<file path="src/rtl/seq_control_pkg.sv">
// Shared types and slot helpers for the instruction sequencer.
package seq_control_pkg;

  // Sequencer FSM states.
  typedef enum logic [2:0] {
    StIdle,
    StNext,
    StRestart,
    StCall,
    StWait,
    StOutAdc,
    StOutTime,
    StError
  } state_e;

  // Slot 0 performs no operation.
  localparam int unsigned NopSlot = 0;

  // The last slot always requests a timestamp.
  function automatic int unsigned time_slot(input int unsigned n_dev);
    return n_dev - 1;
  endfunction

  // Number of b-bit words needed to carry a a-bit value.
  function automatic int unsigned ceil_div(input int unsigned a, input int unsigned b);
    return (a + b - 1) / b;
  endfunction

endpackage

</file>
<file path="src/rtl/seq_control_out_serializer.sv">
// Emits a short burst of output words with valid/ready flow control.
// A load captures up to NW words (LSW first); each word is held stable until
// the downstream side accepts it.
module out_serializer #(
  parameter int unsigned OUT_W  = 16,
  parameter int unsigned NW     = 3,
  parameter int unsigned WCNT_W = $clog2(NW + 1)
) (
  input  logic                 clk,
  input  logic                 rst,
  input  logic                 load,
  input  logic [NW*OUT_W-1:0]  words,
  input  logic [WCNT_W-1:0]    count,
  input  logic                 out_rdy,
  output logic                 data_out_en,
  output logic [OUT_W-1:0]     data_out,
  output logic                 last
);

  logic [NW*OUT_W-1:0] words_q;
  logic [WCNT_W-1:0]   left_q;

  // Final word of the burst is being accepted this cycle.
  assign last = data_out_en && out_rdy && (left_q == WCNT_W'(1));

  // Word shifter: load the burst, advance only on an accepted handshake.
  always_ff @(posedge clk) begin
    if (rst) begin
      words_q     <= '0;
      left_q      <= '0;
      data_out_en <= 1'b0;
      data_out    <= '0;
    end else if (load) begin
      words_q     <= words >> OUT_W;
      left_q      <= count;
      data_out    <= words[OUT_W-1:0];
      data_out_en <= (count != '0);
    end else if (data_out_en && out_rdy) begin
      if (left_q == WCNT_W'(1)) begin
        // Keep the last word on the bus; only the valid drops.
        data_out_en <= 1'b0;
      end else begin
        data_out <= words_q[OUT_W-1:0];
        words_q  <= words_q >> OUT_W;
      end
      left_q <= left_q - WCNT_W'(1);
    end
  end

endmodule

</file>
<file path="src/rtl/seq_control.sv">
// Instruction sequencer: fetches device-slot instructions, strobes the
// selected device, waits for its completion (with optional timeout) and
// forwards ADC samples or timestamps to the output stream. Can loop the
// program automatically on each clock-divider tick.
module seq_control
  import seq_control_pkg::*;
#(
  parameter int unsigned N_DEV   = 8,
  parameter int unsigned ADC_DEV = 1,
  parameter int unsigned ADC_W   = 14,
  parameter int unsigned TIME_W  = 48,
  parameter int unsigned OUT_W   = 16,
  parameter int unsigned CNT_W   = 16,
  localparam int unsigned DEV_W  = $clog2(N_DEV)
) (
  input  logic               clk,
  input  logic               rst,
  input  logic               en,
  input  logic               auto_en,
  input  logic [CNT_W-1:0]   auto_max,
  input  logic [CNT_W-1:0]   timeout,
  input  logic               err_clr,
  output logic               rdy,
  output logic               done,
  output logic [CNT_W-1:0]   auto_count,
  output logic               err,
  output logic [DEV_W-1:0]   err_dev,
  output logic               mem_read,
  output logic               mem_zero,
  input  logic               mem_valid,
  input  logic [DEV_W-1:0]   dev_no,
  input  logic               dev_op_rst,
  output logic [N_DEV-1:0]   dev_cs,
  input  logic [N_DEV-1:0]   dev_rdy,
  output logic               data_out_en,
  input  logic               out_rdy,
  output logic [OUT_W-1:0]   data_out,
  input  logic [ADC_W-1:0]   adc_out,
  input  logic [TIME_W-1:0]  time_out,
  output logic               cd_en,
  input  logic               cd_rdy,
  output logic               clock_clr
);

  localparam int unsigned NW     = ceil_div(TIME_W, OUT_W);
  localparam int unsigned SER_W  = NW * OUT_W;
  localparam int unsigned WCNT_W = $clog2(NW + 1);

  localparam logic [DEV_W-1:0] NopSlotW  = DEV_W'(NopSlot);
  localparam logic [DEV_W-1:0] TimeSlotW = DEV_W'(time_slot(N_DEV));
  localparam logic [DEV_W-1:0] AdcSlotW  = DEV_W'(ADC_DEV);

  state_e             state_q;
  logic [DEV_W-1:0]   slot_q;
  logic               op_rst_q;
  logic               is_dev_q;
  logic               call_ph_q;
  logic [CNT_W-1:0]   wait_cnt_q;

  logic               slot_rdy;
  logic               ser_load;
  logic [SER_W-1:0]   ser_words;
  logic [WCNT_W-1:0]  ser_count;
  logic               ser_last;

  assign rdy      = (state_q == StIdle);
  assign slot_rdy = dev_rdy[slot_q];

  // Serializer load: ADC sample on WAIT completion, time snapshot on CALL entry.
  always_comb begin
    ser_load  = 1'b0;
    ser_words = '0;
    ser_count = '0;
    if (state_q == StWait && slot_rdy && slot_q == AdcSlotW && !op_rst_q) begin
      ser_load               = 1'b1;
      ser_words[ADC_W-1:0]   = adc_out;
      ser_count              = WCNT_W'(1);
    end else if (state_q == StCall && !call_ph_q && slot_q == TimeSlotW) begin
      ser_load               = 1'b1;
      ser_words[TIME_W-1:0]  = time_out;
      ser_count              = WCNT_W'(NW);
    end
  end

  out_serializer #(
    .OUT_W  (OUT_W),
    .NW     (NW),
    .WCNT_W (WCNT_W)
  ) u_out_serializer (
    .clk         (clk),
    .rst         (rst),
    .load        (ser_load),
    .words       (ser_words),
    .count       (ser_count),
    .out_rdy     (out_rdy),
    .data_out_en (data_out_en),
    .data_out    (data_out),
    .last        (ser_last)
  );

  // Sequencer FSM with registered control outputs.
  always_ff @(posedge clk) begin
    if (rst) begin
      state_q    <= StIdle;
      mem_read   <= 1'b0;
      mem_zero   <= 1'b1;
      dev_cs     <= '0;
      cd_en      <= 1'b0;
      clock_clr  <= 1'b1;
      auto_count <= '0;
      done       <= 1'b0;
      err        <= 1'b0;
      err_dev    <= '0;
      slot_q     <= '0;
      op_rst_q   <= 1'b0;
      is_dev_q   <= 1'b0;
      call_ph_q  <= 1'b0;
      wait_cnt_q <= '0;
    end else begin
      done <= 1'b0;
      unique case (state_q)
        StIdle: begin
          if (en) begin
            clock_clr <= 1'b0;
            if (auto_en) begin
              cd_en      <= 1'b0;
              mem_zero   <= 1'b1;
              auto_count <= '0;
              state_q    <= StRestart;
            end else begin
              // Release the rewind so the program pointer can advance.
              mem_zero <= 1'b0;
              state_q  <= StNext;
            end
          end
        end

        StRestart: begin
          cd_en    <= 1'b1;
          mem_zero <= 1'b0;
          state_q  <= StNext;
        end

        StNext: begin
          if (en && mem_valid) begin
            mem_read  <= 1'b1;
            slot_q    <= dev_no;
            op_rst_q  <= dev_op_rst;
            call_ph_q <= 1'b0;
            is_dev_q  <= (dev_no != NopSlotW) && (dev_no < TimeSlotW);
            if ((dev_no != NopSlotW) && (dev_no < TimeSlotW)) begin
              dev_cs <= N_DEV'(1) << dev_no;
            end
            state_q <= StCall;
          end else if (en && auto_en) begin
            // Program exhausted in loop mode: park here until the divider ticks.
            if (cd_rdy) begin
              auto_count <= auto_count + CNT_W'(1);
              cd_en      <= 1'b0;
              if (auto_max != '0 && (auto_count + CNT_W'(1)) == auto_max) begin
                done    <= 1'b1;
                state_q <= StIdle;
              end else begin
                mem_zero <= 1'b1;
                state_q  <= StRestart;
              end
            end
          end else begin
            cd_en   <= 1'b0;
            state_q <= StIdle;
          end
        end

        StCall: begin
          if (!call_ph_q) begin
            dev_cs   <= '0;
            mem_read <= 1'b0;
            if (slot_q == TimeSlotW) begin
              state_q <= StOutTime;
            end else if (!is_dev_q) begin
              state_q <= StNext;
            end else begin
              call_ph_q <= 1'b1;
            end
          end else begin
            call_ph_q  <= 1'b0;
            wait_cnt_q <= '0;
            state_q    <= StWait;
          end
        end

        StWait: begin
          // Device completion takes priority over a coincident timeout.
          if (slot_rdy) begin
            state_q <= (slot_q == AdcSlotW && !op_rst_q) ? StOutAdc : StNext;
          end else if (timeout != '0 && (wait_cnt_q + CNT_W'(1)) == timeout) begin
            err     <= 1'b1;
            err_dev <= slot_q;
            cd_en   <= 1'b0;
            state_q <= StError;
          end else begin
            wait_cnt_q <= wait_cnt_q + CNT_W'(1);
          end
        end

        StOutAdc, StOutTime: begin
          if (ser_last) begin
            state_q <= StNext;
          end
        end

        StError: begin
          mem_read <= 1'b0;
          dev_cs   <= '0;
          cd_en    <= 1'b0;
          if (err_clr) begin
            err     <= 1'b0;
            state_q <= StIdle;
          end
        end

        default: state_q <= StIdle;
      endcase
    end
  end

endmodule

</file>
<file path="config.mk">
export PLATFORM = sky130hd
export DESIGN_NAME = seq_control
export DESIGN_NICKNAME = d
export VERILOG_FILES = /design/src/rtl/seq_control_pkg.sv /design/src/rtl/seq_control_out_serializer.sv /design/src/rtl/seq_control.sv
export SDC_FILE = /design/constraint.sdc
export NUM_CORES = 1
export LEC_CHECK = 0
export CAP_MARGIN = 10
export CORE_MARGIN = 1
export CORE_UTILIZATION = 46
export DETAILED_ROUTE_END_ITERATION = 12
export PLACE_DENSITY = 0.88
export SLEW_MARGIN = 20
export SYNTH_ARGS = -nofsm -noshare
export SYNTH_HDL_FRONTEND = slang
export SYNTH_HIERARCHICAL = 1
export SYNTH_SLANG_ARGS = --single-unit
</file>
<file path="constraint.sdc">
create_clock -name clk -period 3 [get_ports clk]
set_input_delay 0.6 -clock clk [delete_from_list [all_inputs] [get_ports clk]]
set_output_delay 0.6 -clock clk [all_outputs]
set_load 0.05 [all_outputs]
</file>
==> impl_results.md <==
- DR vias/cell: 5.70
- Cts bufs inserted: 9
- Critical path peak fanout: 6
- Sequential-to-total area share from yosys stat: 0.316
- GRT met1 Usage: 0.328
- Worst flop-to-flop path startpoint: wait_cnt_q[0]
- Cell variety after synth: 80
- Commonest non-fill, non-tap cell in the layout: clkdlybuf4s50_1
- Setup TNS: 0 ps
- Post-synth EDFFs: 0
- CP max stage cell: or4_4
- CTS root buf: clkbuf_16
- CP bufs+invs: 1
- CP peak stage delay: 570 ps
- Core Region: 14600 sq um
- Gr ovfl total: 0
- Worst setup SP type: flop
- Critical path type: reg -> reg
- CP Data Required Time: 3260 ps
- First-pass GRT wire length: 32.3 mm
- Max Clock Skew: 9.90 ps
- Final slew viol count: 0
- Ys async rst share: 0
- Hold WS: 460 ps
- Least-Margin Pin Slew: 1040 ps
- Syn_area_per_cell: 8.03 sq um
- Worst Reg-to-Reg Cells: 9
- Ant diodes: 0
- Met3 usage: 0.0361
- Slew Limit Headroom: 0.307
- Mapped Cells: 860
- Top_reg_cell synth: dfxtp_1
- Initial Utilization: 0.474
- Pwr Density: 382 nW/um^2
- Most frequent cells in the layout: clkdlybuf4s50_1, dfxtp_1, nand2_1
- Area grow syn2layout: 35.7%
- GRT Util Overall: 0.252
- CTS Buffer Depth: 2
- Starting DRT DRC Count: 501
- Via count: 6948
- Vias in the first global route: 6492
- Met2 Use GR: 0.417
- Clock Latency Late Sink: 360 ps
- Layout Utilization: 0.643
- CTS tree: built
- DR DRC count: 0
- GPL Wtd Cong: 0.933
- Final cycle utilization of the critical path: 0.948
- Final hold viol count: 0
- Syn Std Cell Area: 6910 sq um
- Max Cap Violations: 0
- Hold Buf Count CTS: 0
- R2R Setup Slk: 160 ps
- # rows: 44
- Crit-path cells: ha_1, and3_4, and3_4, xnor2_1, or4_4, or4_4, buf_4, a21o_1, o41ai_2
- Fill cells: 1190
- Layout cells sized above 1: 0.168
- Antenna violations before repair: 0
- Htree depth: 3
- Port buffer count: 164
- Clock-pin slew on the worst setup and hold paths: 80 ps
- Ys Warns: 6
- Leak: 0.00323 uW
- Peak supply drop: 0.246 mV
- Die area: 15500 sq um
- DRT Wirelength: 19.8 mm
- Worst hold path type: reg -> reg
- Placement Cell Area: 8980 sq um
- Delay-heaviest family, CP: simple AND/OR/NAND/NOR gates
- Finished Cell Area: 9380 sq um
- Die Span X: 125 um
- Hold Path Cell Cnt: 2
- Drt pass-1 iters: 6
- Syn Nets: 977
- Worst setup EP type: flop
- Arrival time at the worst endpoint: 3100 ps
- Nets: 1147
- Largest net degree at the start of global routing: 83
- Antenna viol nets, final: 0
- Status: finished clean
- Routed wire length per instance: 16.2 um
- Final setup violating endpoints: 0
- Busiest grt layer: met2
- Worst Hold Launch: is_dev_q
- Worst r2r dst: state_q[1]
- Clk sinks: 109
- RSZ-0062 raised after global routing: false
- CP Launch Point: wait_cnt_q[0]
- Synthesis-stage register bit count: 109
- Min Clock Period, post-route: 2840 ps
- Die height: 125 um
- Max Clock Freq: 352 MHz
- I/O Pins: 165
- Hold Path Sink: is_dev_q
- Post-DP HPWL: 14.4 mm
routing by layer:
metal | up-vias | share of wire
met5 | - | 0
met4 | 0 | 0.031
met3 | 37 | 0.050
met2 | 240 | 0.49
met1 | 3258 | 0.43
li1 | 3413 | -
synth_stat cells (9+ instances only):
master,instances,share of area
mux2i_1,12,0.017
a22o_1,20,0.025
nor3_1,20,0.014
nor2b_1,9,0.0081
nand3b_1,19,0.021
and2_1,36,0.033
dfxtp_1,109,0.32
a221oi_2,30,0.065
nor4_1,20,0.018
clkbuf_1,47,0.026
nand2_1,95,0.052
xor2_1,17,0.022
xnor2_1,26,0.033
a21oi_1,76,0.055
buf_2,14,0.010
o21ai_0,29,0.021
nand3_1,21,0.015
nand4_1,14,0.013
inv_1,42,0.023
nor2_1,61,0.033
a21oi_2,16,0.020
cell type report:
| type | instances | area (sq um) | area share |
|---|---|---|---|
| multi-input cells | 637 | 4260 | 0.454 |
| repair buffers | 231 | 2210 | 0.236 |
| flip-flops and latches | 109 | 2200 | 0.234 |
| well taps | 184 | 230 | 0.0245 |
| clock buffers | 9 | 225 | 0.0240 |
| inverters | 42 | 158 | 0.0168 |
| clock inverters | 7 | 98.8 | 0.0105 |
power breakdown:
group,switching (uW),internal (uW),total [uW]
Combinational,404,367,771
Sequential,48.8,1480,1520
Clock,612,679,1290
how the worst max path moves through the flow:
stage               slack (ps)  cells after the start          to
floorplan                    5                     12  err_dev[0]
finish                     160                      9  state_q[1]
global route                 6                      9  state_q[1]
detailed placement        -450                      9  err_dev[2]
global placement          -420                      9  err_dev[1]
CTS                         60                      9  err_dev[2]
flip-flops by register name, indices dropped and copies added, names as in the netlist, 3 cells and up:
name / flops
auto_count: 16
dev_cs: 8
err_dev: 3
slot_q: 3
state_q: 3
u_out_serializer/data_out: 16
u_out_serializer/words_q: 32
wait_cnt_q: 16
worst register-to-register path: stages (launching register included):
cell     delay, ps
dfxtp_2        360
ha_1           230
and3_4         190
and3_4         180
xnor2_1        110
or4_4          430
or4_4          570
buf_4          180
a21o_1         210
o41ai_2        280
metrics by stage:
| stage | total power [uW] | setup WS, ps | cells |
|---|---|---|---|
| 2_1_floorplan | 1970 | 4.79 | 860 |
| 3_3_place_gp | 2310 | -415 | 1201 |
| 3_5_place_dp | 2320 | -453 | 1201 |
| 4_1_cts | 3600 | 55.4 | 1219 |
| 5_1_grt | 3740 | 5.62 | 1219 |
| 6_report | 3590 | 157 | 1219 |
logic make-up (layout without fill, tap and decap cells):
group,after synthesis,count (layout),share of synthesized area
muxes,16,16,0.0272
xor gates and xnor gates,44,44,0.0578
buffers and inverters,114,289,0.0752
adders and majority gates,3,3,0.00543
DFF,109,109,0.316
AOI/OAI and AO/OA,223,223,0.247
and+or+nand+nor,351,351,0.272
timing repair:
action | 4_1_cts | 5_1_grt
pin swaps | 2 | 3
hold endpoints to repair | 0 | 0
setup endpoints to repair | 4 | 16
resized for setup | 2 | 18
setup buffers | 2 | 0
(Power assumes the default switching activity.)
